File: src/rtl/mult_pkg.sv
// rtl/mult_pkg.sv - shared state encodings and sizing helpers for the iterative multiplier
package mult_pkg;

    typedef enum logic [1:0] {
        ST_IDLE = 2'd0,
        ST_RUN  = 2'd1,
        ST_FIX  = 2'd2
    } state_t;

    function automatic int mult_cycles(input int n, input int k);
        return n / k;
    endfunction

    // Counter must hold the value CYCLES itself after the last RUN edge.
    function automatic int count_width(input int n, input int k);
        return $clog2(mult_cycles(n, k) + 1);
    endfunction

endpackage

File: src/rtl/mult_step.sv
// rtl/mult_step.sv - combinational partial-product accumulation of K multiplier bits
module mult_step #(
    parameter int N = 8,
    parameter int K = 1
) (
    input  logic [2*N-1:0] acc,
    input  logic [2*N-1:0] mcand,
    input  logic [K-1:0]   mbits,
    output logic [2*N-1:0] acc_next
);

    always_comb begin
        acc_next = acc;
        for (int i = 0; i < K; i++) begin
            if (mbits[i]) begin
                acc_next = acc_next + (mcand << i);
            end
        end
    end

endmodule

File: src/rtl/iterative_multiplier.sv
// rtl/iterative_multiplier.sv - multi-cycle shift-add multiplier with signed mode, early exit and abort
module iterative_multiplier
    import mult_pkg::*;
#(
    parameter int N              = 8,
    parameter int BITS_PER_CYCLE = 1,
    parameter int EARLY_EXIT     = 0
) (
    input  logic           clk,
    input  logic           rst,
    input  logic           start,
    input  logic           signed_mode,
    input  logic [N-1:0]   multiplicand,
    input  logic [N-1:0]   multiplier,
    input  logic           abort,
    output logic           busy,
    output logic           done,
    output logic [2*N-1:0] product
);

    localparam int K   = BITS_PER_CYCLE;
    localparam int CYC = mult_cycles(N, K);
    localparam int CW  = count_width(N, K);

    generate
        if (N % BITS_PER_CYCLE != 0) begin : g_bad_k
            $error("iterative_multiplier: BITS_PER_CYCLE must divide N");
        end
    endgenerate

    state_t         state;
    logic [2*N-1:0] acc;
    logic [2*N-1:0] acc_next;
    logic [2*N-1:0] mcand;
    logic [N-1:0]   mreg;
    logic [CW-1:0]  count;
    logic           neg;
    logic [N-1:0]   mag_a;
    logic [N-1:0]   mag_b;

    // Magnitudes are unsigned N-bit; -2^(N-1) negates to itself, which reads as 2^(N-1).
    always_comb begin
        mag_a = (signed_mode && multiplicand[N-1]) ? (~multiplicand + N'(1)) : multiplicand;
        mag_b = (signed_mode && multiplier[N-1])   ? (~multiplier + N'(1))   : multiplier;
    end

    assign busy = (state != ST_IDLE);

    mult_step #(.N(N), .K(K)) u_step (
        .acc      (acc),
        .mcand    (mcand),
        .mbits    (mreg[K-1:0]),
        .acc_next (acc_next)
    );

    always_ff @(posedge clk or posedge rst) begin
        if (rst) begin
            state   <= ST_IDLE;
            acc     <= '0;
            mcand   <= '0;
            mreg    <= '0;
            count   <= '0;
            neg     <= 1'b0;
            done    <= 1'b0;
            product <= '0;
        end else begin
            done <= 1'b0;
            case (state)
                ST_IDLE: begin
                    if (start) begin
                        mcand <= {{N{1'b0}}, mag_a};
                        mreg  <= mag_b;
                        neg   <= signed_mode & (multiplicand[N-1] ^ multiplier[N-1]);
                        acc   <= '0;
                        count <= '0;
                        state <= ST_RUN;
                    end
                end
                ST_RUN: begin
                    if (abort) begin
                        state <= ST_IDLE;
                    end else if ((EARLY_EXIT != 0) && (mreg == '0)) begin
                        state <= ST_FIX;
                    end else begin
                        acc   <= acc_next;
                        mreg  <= mreg >> K;
                        mcand <= mcand << K;
                        count <= count + 1'b1;
                        if (count == CW'(CYC - 1)) begin
                            state <= ST_FIX;
                        end
                    end
                end
                ST_FIX: begin
                    if (abort) begin
                        state <= ST_IDLE;
                    end else begin
                        // Negating a zero accumulator wraps back to zero, so 0 * negative stays 0.
                        product <= neg ? (~acc + (2*N)'(1)) : acc;
                        done    <= 1'b1;
                        state   <= ST_IDLE;
                    end
                end
                default: state <= ST_IDLE;
            endcase
        end
    end

endmodule

File: config.mk
export PLATFORM = sky130hd
export DESIGN_NAME = iterative_multiplier
export DESIGN_NICKNAME = d
export VERILOG_FILES = /design/src/rtl/mult_pkg.sv /design/src/rtl/mult_step.sv /design/src/rtl/iterative_multiplier.sv
export SDC_FILE = /design/constraint.sdc
export NUM_CORES = 1
export LEC_CHECK = 0
export ABC_AREA = 0
export BUFFER_PORTS_ARGS = -buffer_cell sky130_fd_sc_hd__buf_2
export CORE_MARGIN = 4
export CORE_UTILIZATION = 49
export CTS_BUF_LIST = sky130_fd_sc_hd__clkbuf_4 sky130_fd_sc_hd__clkbuf_8
export CTS_CLUSTER_SIZE = 16
export DETAILED_ROUTE_END_ITERATION = 10
export GPL_TIMING_DRIVEN = 0
export HOLD_SLACK_MARGIN = 0.02
export PLACE_DENSITY = 0.68
export SYNTH_ARGS = -nofsm -noshare
export SYNTH_HDL_FRONTEND = slang
export SYNTH_HIERARCHICAL = 1
export SYNTH_SLANG_ARGS = --single-unit
File: constraint.sdc
create_clock -name clk -period 5.9 [get_ports clk]
set_input_delay 1.18 -clock clk [delete_from_list [all_inputs] [get_ports clk]]
set_output_delay 1.18 -clock clk [all_outputs]
set_load 0.05 [all_outputs]
==> metrics, run 1 <==
minimum setup slack after placement 3120 ps; share of power burned in combinational logic 0.426; All-Layer GR Usage 0.195; residual antenna-violating net count after detailed routing 0; hold buffer count at CTS 0; worst vdd ir 192 uV; cell-by-cell listing of the critical path ha_1 > fa_1 > a21o_2 > a221oi_4 > nor4_2 > a211oi_2 > xnor2_1 > mux2_2 > a22o_1; endpoint of the lowest-slack register-to-register path acc[14]; placed cell area 0.00438 mm^2; sequential cell fraction of total power 0.359; Static Leak 2.24 nW; max_slew headroom 0.531; worst-skew pair later-pin latency between 300 and 400 ps; switching power share of the total 0.399; DRT Pass-1 Iters 5; data required time at the worst endpoint 6120 ps; io pins 39; die outline area 0.00977 mm^2; WL per Instance 15.2 um; diode count 0; power per cell area 395 mW/mm^2; min cycle time layout about 2800 ps; count of cell types in the netlist 58; starting density of the core 0.513; maximum clock insertion buffer count 2; Post-Layout Inst Area 0.00459 mm^2; Setup CP Type reg2reg; initial antenna violation count 0; path depth of the worst reg2reg path 9; number of rows in the core area 32; Mapped Nets a little under 500; Reg area 0.00160 mm^2; Cell Int Power ~1.1 mW; critical path buffer and inverter count 0; Post-synth ARST share 1.00; hold_sp product[0]; sum of net half-perimeters after detailed placement a little under 7000 um; Tightest Hold Check Type reg2reg; CP Max Fanout 8; detailed router's first-iteration violation count 199; family of cells with the greatest summed delay on the critical path compound AO/OA/AOI/OAI gates; number of buffers created by CTS 9; CTS tree built; result of the run completed; startpoint types flop; worst-path cell with the longest stage delay sky130_fd_sc_hd__dfrtp_1; cell area after synthesis 0.00404 mm^2; multi-input logic area 0.00230 mm^2; DRC Markers 0; sum of routed wire length over all layers 9110 um; final hold viol count 0; setup skew after layout 5.83 ps; number of port buffers 38; post_cts resized 0; maximum frequency from static timing analysis 358 MHz; leading post-synthesis cells by cell area sky130_fd_sc_hd__dfrtp_1 (40%), sky130_fd_sc_hd__nand2_1 (7.1%), sky130_fd_sc_hd__ha_1 (5.9%); WP data arrival 3020 ps; worst-margin pin slew 702 ps; weighted congestion reported at the end of routability-driven placement 0.934; Largest stage delay, worst path 490 ps; period utilisation layout 0.474; Endpoint, Worst Hold product[0]; FF-to-FF Start acc[0]; net switching power of the design 0.723 mW; fraction of final layout cells sized beyond drive strength 1 0.183; clock-pin transition on the worst setup and hold timing paths 70 ps; Setup Buffers After CTS 0; area grow syn2layout 13.5%; max-capacitance violation count 0; synthesis-stage register bit count between 60 and 70; net count reported at finish 534; H-Tree Depth 3; commonest register cell after synthesis sky130_fd_sc_hd__dfrtp_1; largest area contributor in the synthesized netlist sky130_fd_sc_hd__dfrtp_1; flop2flop setup slack 3110 ps; share of Yosys cell area claimed by the top area cell type 0.396; final max-slew violation count 0; total number of yosys warnings 6; final global-route overflow total 0; count of flip-flops with a built-in enable after synthesis 0; vias in the first global route 3241; wire length of the first global-routing pass 15400 um; chip width 98.8 um; instance count along the most critical hold path 2; Core Area 0.00789 mm^2; filler cell count 712; Post-Synthesis Cells 443; Total Negative Setup Slacks 0 ps; fraction of the yosys area taken by sequential cells 0.396; setup repair after global routing missed its margin false; via count of the routed design 3348; number of failing setup endpoints in the final timing report 0; Critical Path End Type flop; post-layout power between 1.5 and 2 mW; Final Worst Setup Slack 3110 ps; TritonCTS Sinks 64; Mapped Avg Cell Area 9.13 um^2; vertical die dimension 98.8 um; Clk network pwr share 0.215; pin count of the biggest net entering global routing 35; master cell of the clock root buffer sky130_fd_sc_hd__clkbuf_8; routed vias/inst 5.58
[worst max path at each step]
stage / start / end / slack [ps] / depth (start not counted)
after CTS: acc[0] / acc[10] / 3110 / 9
final: acc[0] / acc[14] / 3110 / 9
after global routing: acc[0] / acc[14] / 2980 / 9
after detailed placement: acc[0] / acc[10] / 3120 / 9
after global placement: rst / mcand[12] / 2370 / 2
after floorplan: rst / acc[0] / 3120 / 1
[synthesized netlist by cell type (5+ instances only)]
| library cell | count |
|---|---|
| sky130_fd_sc_hd__xnor2_1 | 18 |
| sky130_fd_sc_hd__a31oi_1 | 7 |
| sky130_fd_sc_hd__xor2_1 | 22 |
| sky130_fd_sc_hd__nor3_1 | 6 |
| sky130_fd_sc_hd__o211ai_1 | 5 |
| sky130_fd_sc_hd__o31ai_1 | 5 |
| sky130_fd_sc_hd__inv_1 | 15 |
| sky130_fd_sc_hd__o21ai_0 | 9 |
| sky130_fd_sc_hd__nand2_1 | 77 |
| sky130_fd_sc_hd__a22o_1 | 17 |
| sky130_fd_sc_hd__dfrtp_1 | 64 |
| sky130_fd_sc_hd__nand3_1 | 17 |
| sky130_fd_sc_hd__buf_2 | 5 |
| sky130_fd_sc_hd__o21ai_1 | 31 |
| sky130_fd_sc_hd__ha_1 | 19 |
| sky130_fd_sc_hd__nor2_1 | 27 |
| sky130_fd_sc_hd__clkbuf_1 | 11 |
| sky130_fd_sc_hd__mux2_2 | 11 |
| sky130_fd_sc_hd__a21oi_1 | 23 |
[cells in the final DEF, fill, tap and decap left out, types with 5 or more instances in the layout]
cell / netlist / final
sky130_fd_sc_hd__nand2_1: 77 / 77
sky130_fd_sc_hd__dfrtp_1: 64 / 64
sky130_fd_sc_hd__buf_2: 5 / 43
sky130_fd_sc_hd__o21ai_1: 31 / 31
sky130_fd_sc_hd__nor2_1: 27 / 27
sky130_fd_sc_hd__a21oi_1: 23 / 23
sky130_fd_sc_hd__xor2_1: 22 / 22
sky130_fd_sc_hd__ha_1: 19 / 19
sky130_fd_sc_hd__xnor2_1: 18 / 18
sky130_fd_sc_hd__a22o_1: 17 / 17
sky130_fd_sc_hd__nand3_1: 17 / 17
sky130_fd_sc_hd__inv_1: 15 / 14
sky130_fd_sc_hd__clkbuf_1: 11 / 11
sky130_fd_sc_hd__clkbuf_8: 0 / 11
sky130_fd_sc_hd__mux2_2: 11 / 11
sky130_fd_sc_hd__o21ai_0: 9 / 9
sky130_fd_sc_hd__a31oi_1: 7 / 7
sky130_fd_sc_hd__nor3_1: 6 / 6
sky130_fd_sc_hd__o31ai_1: 5 / 5
sky130_fd_sc_hd__o211ai_1: 5 / 5
[state kept, by name (all words and copies together), names as in the netlist]
signal,cells
state,2
acc,16
count,4
product,16
mreg,8
neg,1
mcand,16
done,1
[power by group through the flow]
stage                     Clock, mW  Combinational [mW]  Sequential [mW]
after floorplan                   0               0.620            0.629
after global placement            0               0.746            0.653
after detailed placement          0               0.763            0.657
after CTS                     0.397               0.769            0.649
after global routing          0.420               0.865            0.666
final                         0.389               0.772            0.650
[metrics by stage]
stage | instances | util | hold slack [ps]
after floorplan | 443 | - | 450
after global placement | 583 | 0.553 | 464
after detailed placement | 584 | 0.556 | 467
after CTS | 600 | 0.582 | 483
after global routing | 600 | 0.582 | 505
final | 600 | 0.582 | 476
[routing by layer]
metal,global-route usage,vias up,routed length (um)
met5,0,-,0
met4,0.0767,0,162
met3,0.0304,15,456
met2,0.334,104,4440
met1,0.247,1543,4050
li1,-,1686,-
[area by class of cell]
cell class              instances  share of cell area
flip-flops and latches         64               0.349
clock inverters                 3             0.00873
clock buffers                  13              0.0363
plain buffers                  18              0.0177
multi-input cells             346               0.502
inverters                      15              0.0123
well taps                     102              0.0278
repair buffers                 39              0.0458
[worst reg2reg max path, cell delays in order, from the launching register on]
cell and delay [ps]:
sky130_fd_sc_hd__dfrtp_1 490, sky130_fd_sc_hd__ha_1 290, sky130_fd_sc_hd__fa_1 400, sky130_fd_sc_hd__a21o_2 260, sky130_fd_sc_hd__a221oi_4 360, sky130_fd_sc_hd__nor4_2 100, sky130_fd_sc_hd__a211oi_2 240, sky130_fd_sc_hd__xnor2_1 90
sky130_fd_sc_hd__mux2_2 260, sky130_fd_sc_hd__a22o_1 200
[cells by family (layout without fill, tap and decap cells)]
family          Yosys count  count (layout)  synth area share
simple gates            152             152             0.175
compound gates          121             121             0.207
flops                    64              64             0.396
xor+xnor                 40              40            0.0866
buf+inv                  33              88            0.0340
fa+ha+maj                20              20            0.0637
mux                      13              13            0.0368
Note: power is estimated with default switching activity, not from simulation.
==> run 2, diff against run 1 <==
--- a/config.mk
+++ b/config.mk
@@ -5,7 +5,7 @@
 export SDC_FILE = /design/constraint.sdc
 export NUM_CORES = 1
 export LEC_CHECK = 0
-export ABC_AREA = 0
+export ABC_AREA = 1
 export BUFFER_PORTS_ARGS = -buffer_cell sky130_fd_sc_hd__buf_2
 export CORE_MARGIN = 4
 export CORE_UTILIZATION = 49
==> constraint.sdc (replaced) <==
create_clock -name clk -period 2.9 [get_ports clk]
set_input_delay 0.58 -clock clk [delete_from_list [all_inputs] [get_ports clk]]
set_output_delay 0.58 -clock clk [all_outputs]
set_load 0.05 [all_outputs]
==> metrics, run 2 <==
WP data arrival 2310 ps; wire length of the first global-routing pass 19100 um; most used cells in the layout excluding fill and tap cells sky130_fd_sc_hd__nand2_1 (232), sky130_fd_sc_hd__inv_1 (72), sky130_fd_sc_hd__dfrtp_1 (64); detailed router's first-iteration violation count 260; vertical die dimension around 100 um; result of the run completed; setup skew after layout 12.9 ps; sequential cell fraction of total power 0.326; share of Yosys cell area claimed by the top area cell type 0.364; sum of net half-perimeters after detailed placement 8720 um; number of buffers created by CTS 9; die outline area 0.0106 mm^2; pin count of the biggest net entering global routing 44; Clk network pwr share 0.224; routed length on met3 418 um; fraction of the yosys area taken by sequential cells 0.364; worst-margin pin slew 489 ps; All-Layer GR Usage 0.230; Post-synth ARST share 1.00; share of synthesized cell area in and, or, nand and nor gates 0.355; largest area contributor in the synthesized netlist sky130_fd_sc_hd__dfrtp_1; H-Tree Depth 3; most used standard cell by instance count after synthesis sky130_fd_sc_hd__nand2_1; diode count 0; post-layout power about 4.0 mW; data required time at the worst endpoint 3140 ps; net count reported at finish 740; final global-route overflow total 0; filler cell count 848; master cell of the clock root buffer sky130_fd_sc_hd__clkbuf_8; fraction of final layout cells sized beyond drive strength 1 0.143; number of failing setup endpoints in the final timing report 0; post_cts resized 0; multiplexer share of the synthesized area 0; sum of routed wire length over all layers 11200 um; chip width roughly 100 um; synthesis-stage register bit count 64; final hold viol count 0; count of placed standard cells in the final layout, fillers left out 812; adder-cell area share of the yosys netlist 0.0586; area grow syn2layout 13.0%; share of power burned in combinational logic 0.450; setup repair after global routing missed its margin false; count of cell types in the netlist 36; Placed Instances 796; net switching power of the design 1.77 mW; FF-to-FF Start acc[0]; total number of yosys warnings 6; area fraction in compound gates after synthesis 0.119; startpoint types flop; flop2flop setup slack 830 ps; Setup Buffers After CTS 0; worst vdd ir 364 uV; weighted congestion reported at the end of routability-driven placement 0.885; XOR/XNOR share of the synthesized area 0.0139; top cell types by occurrence after synthesis sky130_fd_sc_hd__nand2_1 (232), sky130_fd_sc_hd__inv_1 (73), sky130_fd_sc_hd__dfrtp_1 (64); Mapped Nets 690; cell area after synthesis 0.00440 mm^2; path depth of the worst reg2reg path 11; starting density of the core 0.505; total routed wire length on the met1 layer 5060 um; routed vias/inst 5.26; number of rows in the core area 34; switching power share of the total 0.447; via count of the routed design 4268; Setup CP Type reg2reg; Mapped Avg Cell Area 6.78 um^2; commonest register cell after synthesis sky130_fd_sc_hd__dfrtp_1; most common library cell in the layout ignoring fill and taps sky130_fd_sc_hd__nand2_1; initial antenna violation count 0; Static Leak 2.74 nW; number of port buffers 38; period utilisation layout 0.714; count of flip-flops with a built-in enable after synthesis 0; WL per Instance 13.8 um; maximum clock insertion buffer count 2; worst slack on hold paths 237 ps; hold buffer count at CTS 0; min cycle time layout 2070 ps; DRT Pass-1 Iters 5; Core Area 0.00872 mm^2; io pins 39; worst-skew pair later-pin latency around 360 ps; Critical Path End Type flop; power per cell area between 700 and 800 mW/mm^2; Total Negative Setup Slacks 0 ps; leading post-synthesis cells by cell area sky130_fd_sc_hd__dfrtp_1 (36%), sky130_fd_sc_hd__nand2_1 (20%), sky130_fd_sc_hd__nand3_1 (6.3%); largest registers acc (16), mcand (16), product (16); max_slew headroom 0.674; max-capacitance violation count 0; clock-pin transition on the worst setup and hold timing paths 80 ps; CP Max Fanout 4; Post-Synthesis Cells 649; TritonCTS Sinks 64; main combinational cell family by area after synthesis simple AND/OR/NAND/NOR gates; DRC Markers 0; final max-slew violation count 0; vias in the first global route about 4.1k; CTS tree built; maximum frequency from static timing analysis a little under 500 MHz; endpoint of the lowest-slack register-to-register path acc[6]; Tightest Hold Check Type in2async; routed length on met2 5520 um; residual antenna-violating net count after detailed routing 0; highest metal layer with signal wires met4; Cell Int Power 2.18 mW
[run 2: critical path: stages, from the launching register on]
cell and delay (ps):
sky130_fd_sc_hd__dfrtp_1 420, sky130_fd_sc_hd__ha_1 250, sky130_fd_sc_hd__fa_1 390, sky130_fd_sc_hd__nand2_1 110, sky130_fd_sc_hd__nand2_1 80, sky130_fd_sc_hd__nand3_1 80
sky130_fd_sc_hd__nand2_1 120, sky130_fd_sc_hd__or2_1 230, sky130_fd_sc_hd__nand3_1 70, sky130_fd_sc_hd__nand2_1 80, sky130_fd_sc_hd__nand2_1 70, sky130_fd_sc_hd__o21ai_0 70
[run 2: per-layer routing]
layer	track usage	up-vias
li1	-	2178
met5	0	-
met1	0.292	1985
met3	0.0494	16
met2	0.397	89
met4	0.0647	0
[run 2: power groups by stage]
| stage | Combinational, mW | Clock (mW) | Sequential (mW) |
|---|---|---|---|
| after floorplan | 1.32 | 0 | 1.27 |
| after global routing | 2.02 | 0.939 | 1.32 |
| after detailed placement | 1.75 | 0 | 1.30 |
| after global placement | 1.69 | 0 | 1.30 |
| final | 1.78 | 0.886 | 1.29 |
| after CTS | 1.77 | 0.901 | 1.28 |
[run 2: cell type report]
type / instances / area (um^2) / area share
clock buffer: 9 / 124 / 0.0249
clock inverter: 7 / 103 / 0.0206
timing repair buffer: 39 / 210 / 0.0423
buffer: 16 / 93.8 / 0.0189
inverter: 81 / 304 / 0.0611
sequential: 64 / 1600 / 0.322
multi-input combinational: 488 / 2400 / 0.483
tap: 108 / 135 / 0.0272
[run 2: cell families after synthesis]
family | after synthesis
AO/OA/AOI/OAI | 94
flip-flops | 64
adder cells (fa/ha/maj) | 20
XOR/XNOR | 7
buffers and inverters | 97
AND/OR/NAND/NOR | 367
[run 2: how the worst max path moves through the flow]
stage	from	to	slack, ps
2_1_floorplan	rst	acc[0]	720
5_1_grt	acc[0]	acc[6]	710
4_1_cts	acc[0]	acc[6]	840
3_5_place_dp	acc[0]	acc[6]	840
3_3_place_gp	rst	acc[11]	-30
6_report	acc[0]	acc[6]	830
[run 2: through the flow]
step                      cell area [um^2]  setup WS [ps]   util
after floorplan                       4400            722      -
after global placement                4730          -29.6  0.542
after detailed placement              4750            841  0.544
after CTS                             4970            838  0.570
after global routing                  4970            706  0.570
final                                 4970            831  0.570
==> run 3, diff against run 2 <==
--- a/config.mk
+++ b/config.mk
@@ -5,7 +5,7 @@
 export SDC_FILE = /design/constraint.sdc
 export NUM_CORES = 1
 export LEC_CHECK = 0
-export ABC_AREA = 1
+export ABC_AREA = 0
 export BUFFER_PORTS_ARGS = -buffer_cell sky130_fd_sc_hd__buf_2
 export CORE_MARGIN = 4
 export CORE_UTILIZATION = 49
==> constraint.sdc (replaced) <==
create_clock -name clk -period 2 [get_ports clk]
set_input_delay 0.4 -clock clk [delete_from_list [all_inputs] [get_ports clk]]
set_output_delay 0.4 -clock clk [all_outputs]
set_load 0.05 [all_outputs]
==> metrics, run 3 (synthesis results as in run 1) <==
setup skew after layout 3.63 ps; die outline area 0.00977 mm^2; most used cells in the layout excluding fill and tap cells sky130_fd_sc_hd__nand2_1 (75), sky130_fd_sc_hd__dfrtp_1 (52), sky130_fd_sc_hd__buf_2 (43); Setup CP Type reg2reg; FF-to-FF Start acc[0]; number of port buffers 38; H-Tree Depth 3; worst-skew pair later-pin latency 340 ps; Tightest Hold Check Type in2async; number of buffers created by CTS 9; CP Max Fanout 4; CP Launch Point acc[0]; post-layout power 6.10 mW; area grow syn2layout 23.8%; vias in the first global route 3352; maximum clock insertion buffer count 2; diode count 0; worst-path cell with the longest stage delay sky130_fd_sc_hd__dfrtp_2; chip width 98.8 um; count of placed standard cells in the final layout, fillers left out 614; detailed router's first-iteration violation count 112; maximum frequency from static timing analysis between 400 and 500 MHz; most common library cell in the layout ignoring fill and taps sky130_fd_sc_hd__nand2_1; Placed Instances 584; via count of the routed design 3440; DRC Markers 0; starting density of the core 0.513; wire length of the first global-routing pass 15700 um; worst vdd ir 562 uV; min cycle time layout 2490 ps; WP data arrival 2720 ps; failing checks setup timing; initial antenna violation count 0; minimum setup slack after placement -663 ps; hold buffer count at CTS 0; number of failing setup endpoints in the final timing report 10; CTS tree built; path depth of the worst reg2reg path 10; final hold viol count 0; endpoint of the lowest-slack register-to-register path acc[10]; startpoint types flop; Critical Path End Type flop; DRT Pass-1 Iters 4; Core Area 0.00789 mm^2; family of cells with the greatest summed delay on the critical path compound AO/OA/AOI/OAI gates; Static Leak ~2.3 nW; net count reported at finish 549; fraction of final layout cells sized beyond drive strength 1 0.289; power per cell area 1220 mW/mm^2; vertical die dimension between 90 and 100 um; worst-margin pin slew 699 ps; weighted congestion reported at the end of routability-driven placement about 0.93; All-Layer GR Usage 0.201; final global-route overflow total 0; Final Worst Setup Slack -490 ps; max-capacitance violation count 0; sum of routed wire length over all layers 9490 um; Post-Route Utilization 0.635; cell-by-cell listing of the critical path ha_4 > fa_2 > a21o_4 > a221oi_4 > buf_6 > o31ai_4 > a31oi_1 > xnor2_1 > mux2_4 > a22o_1; Largest stage delay, worst path 420 ps; critical path buffer and inverter count 1; max_slew headroom 0.533; clock-pin transition on the worst setup and hold timing paths approximately 70 ps; TritonCTS Sinks 64; final max-slew violation count 0; pin count of the biggest net entering global routing 35; largest registers acc (16), mcand (16), product (16); flop2flop setup slack -490 ps; setup repair after global routing missed its margin true; result of the run finished, violations left; number of rows in the core area 32; sum of net half-perimeters after detailed placement between 6000 and 7000 um; WL per Instance between 15 and 20 um; routed vias/inst 5.60; master cell of the clock root buffer sky130_fd_sc_hd__clkbuf_8; residual antenna-violating net count after detailed routing 0; io pins 39; period utilisation layout 1.24; data required time at the worst endpoint 2230 ps
[run 3: cell types whose count changed in the layout (fill, tap and decap cells not counted), moves of 14 or more]
cell / change
sky130_fd_sc_hd__o21ai_1: +28
sky130_fd_sc_hd__nand2_1: -157
sky130_fd_sc_hd__o21ai_0: -37
sky130_fd_sc_hd__nand3_1: -39
sky130_fd_sc_hd__xnor2_1: +15
sky130_fd_sc_hd__inv_1: -59
sky130_fd_sc_hd__xor2_1: +18
sky130_fd_sc_hd__nor2_1: -19
sky130_fd_sc_hd__ha_1: -14
sky130_fd_sc_hd__a22o_1: +17
[run 3: timing repair]
action / 4_1_cts / 5_1_grt
setup endpoints to repair: 12 / 18
pin swaps: 6 / 9
buffers inserted: 5 / 10
gates resized for setup: 25 / 23
[run 3: metal layers]
layer | up-vias | share of wire | GRT usage
met5 | - | 0 | 0
met4 | 0 | 0.016 | 0.0767
met3 | 12 | 0.049 | 0.0460
met2 | 69 | 0.50 | 0.346
met1 | 1645 | 0.44 | 0.244
li1 | 1714 | - | -
[run 3: how the worst max path moves through the flow]
stage	to	slack, ps	depth (start not counted)
3_3_place_gp	mcand[12]	-740	2
4_1_cts	acc[10]	-510	10
3_5_place_dp	acc[10]	-660	9
6_report	acc[10]	-490	10
2_1_floorplan	acc[10]	-440	9
5_1_grt	acc[14]	-580	10
[run 3: worst register-to-register path: cells and delay by family (launching register included)]
kind / cells / cell delay, ps
AOI/OAI and AO/OA: 5 / 920
xor gates and xnor gates: 1 / 100
DFF: 1 / 420
buffers and inverters: 1 / 170
adders and majority gates: 2 / 520
muxes: 1 / 260
[run 3: area by class of cell]
cell class | instances | area (um^2)
fillers | 652 | 2880
flip-flops and latches | 64 | 1620
repair buffers | 54 | 327
clock inverters | 3 | 65.1
plain buffers | 18 | 83.8
multi-input cells | 346 | 2570
well taps | 102 | 128
inverters | 15 | 56.3
clock buffers | 12 | 159
[run 3: through the flow]
| step | hold WS (ps) | setup TNS [ps] | cell area, um^2 |
|---|---|---|---|
| floorplan | 450 | -2430 | 4120 |
| global placement | 463 | -51670 | 4440 |
| detailed placement | 466 | -4770 | 4460 |
| CTS | 184 | -3160 | 4850 |
| global route | 223 | -3730 | 5000 |
| finish | 165 | -2900 | 5000 |
[run 3: power breakdown]
group	switching, mW	internal (mW)
registers	0.368	1.57
clock network	0.487	0.775
logic	1.51	1.40
total	2.36	3.74
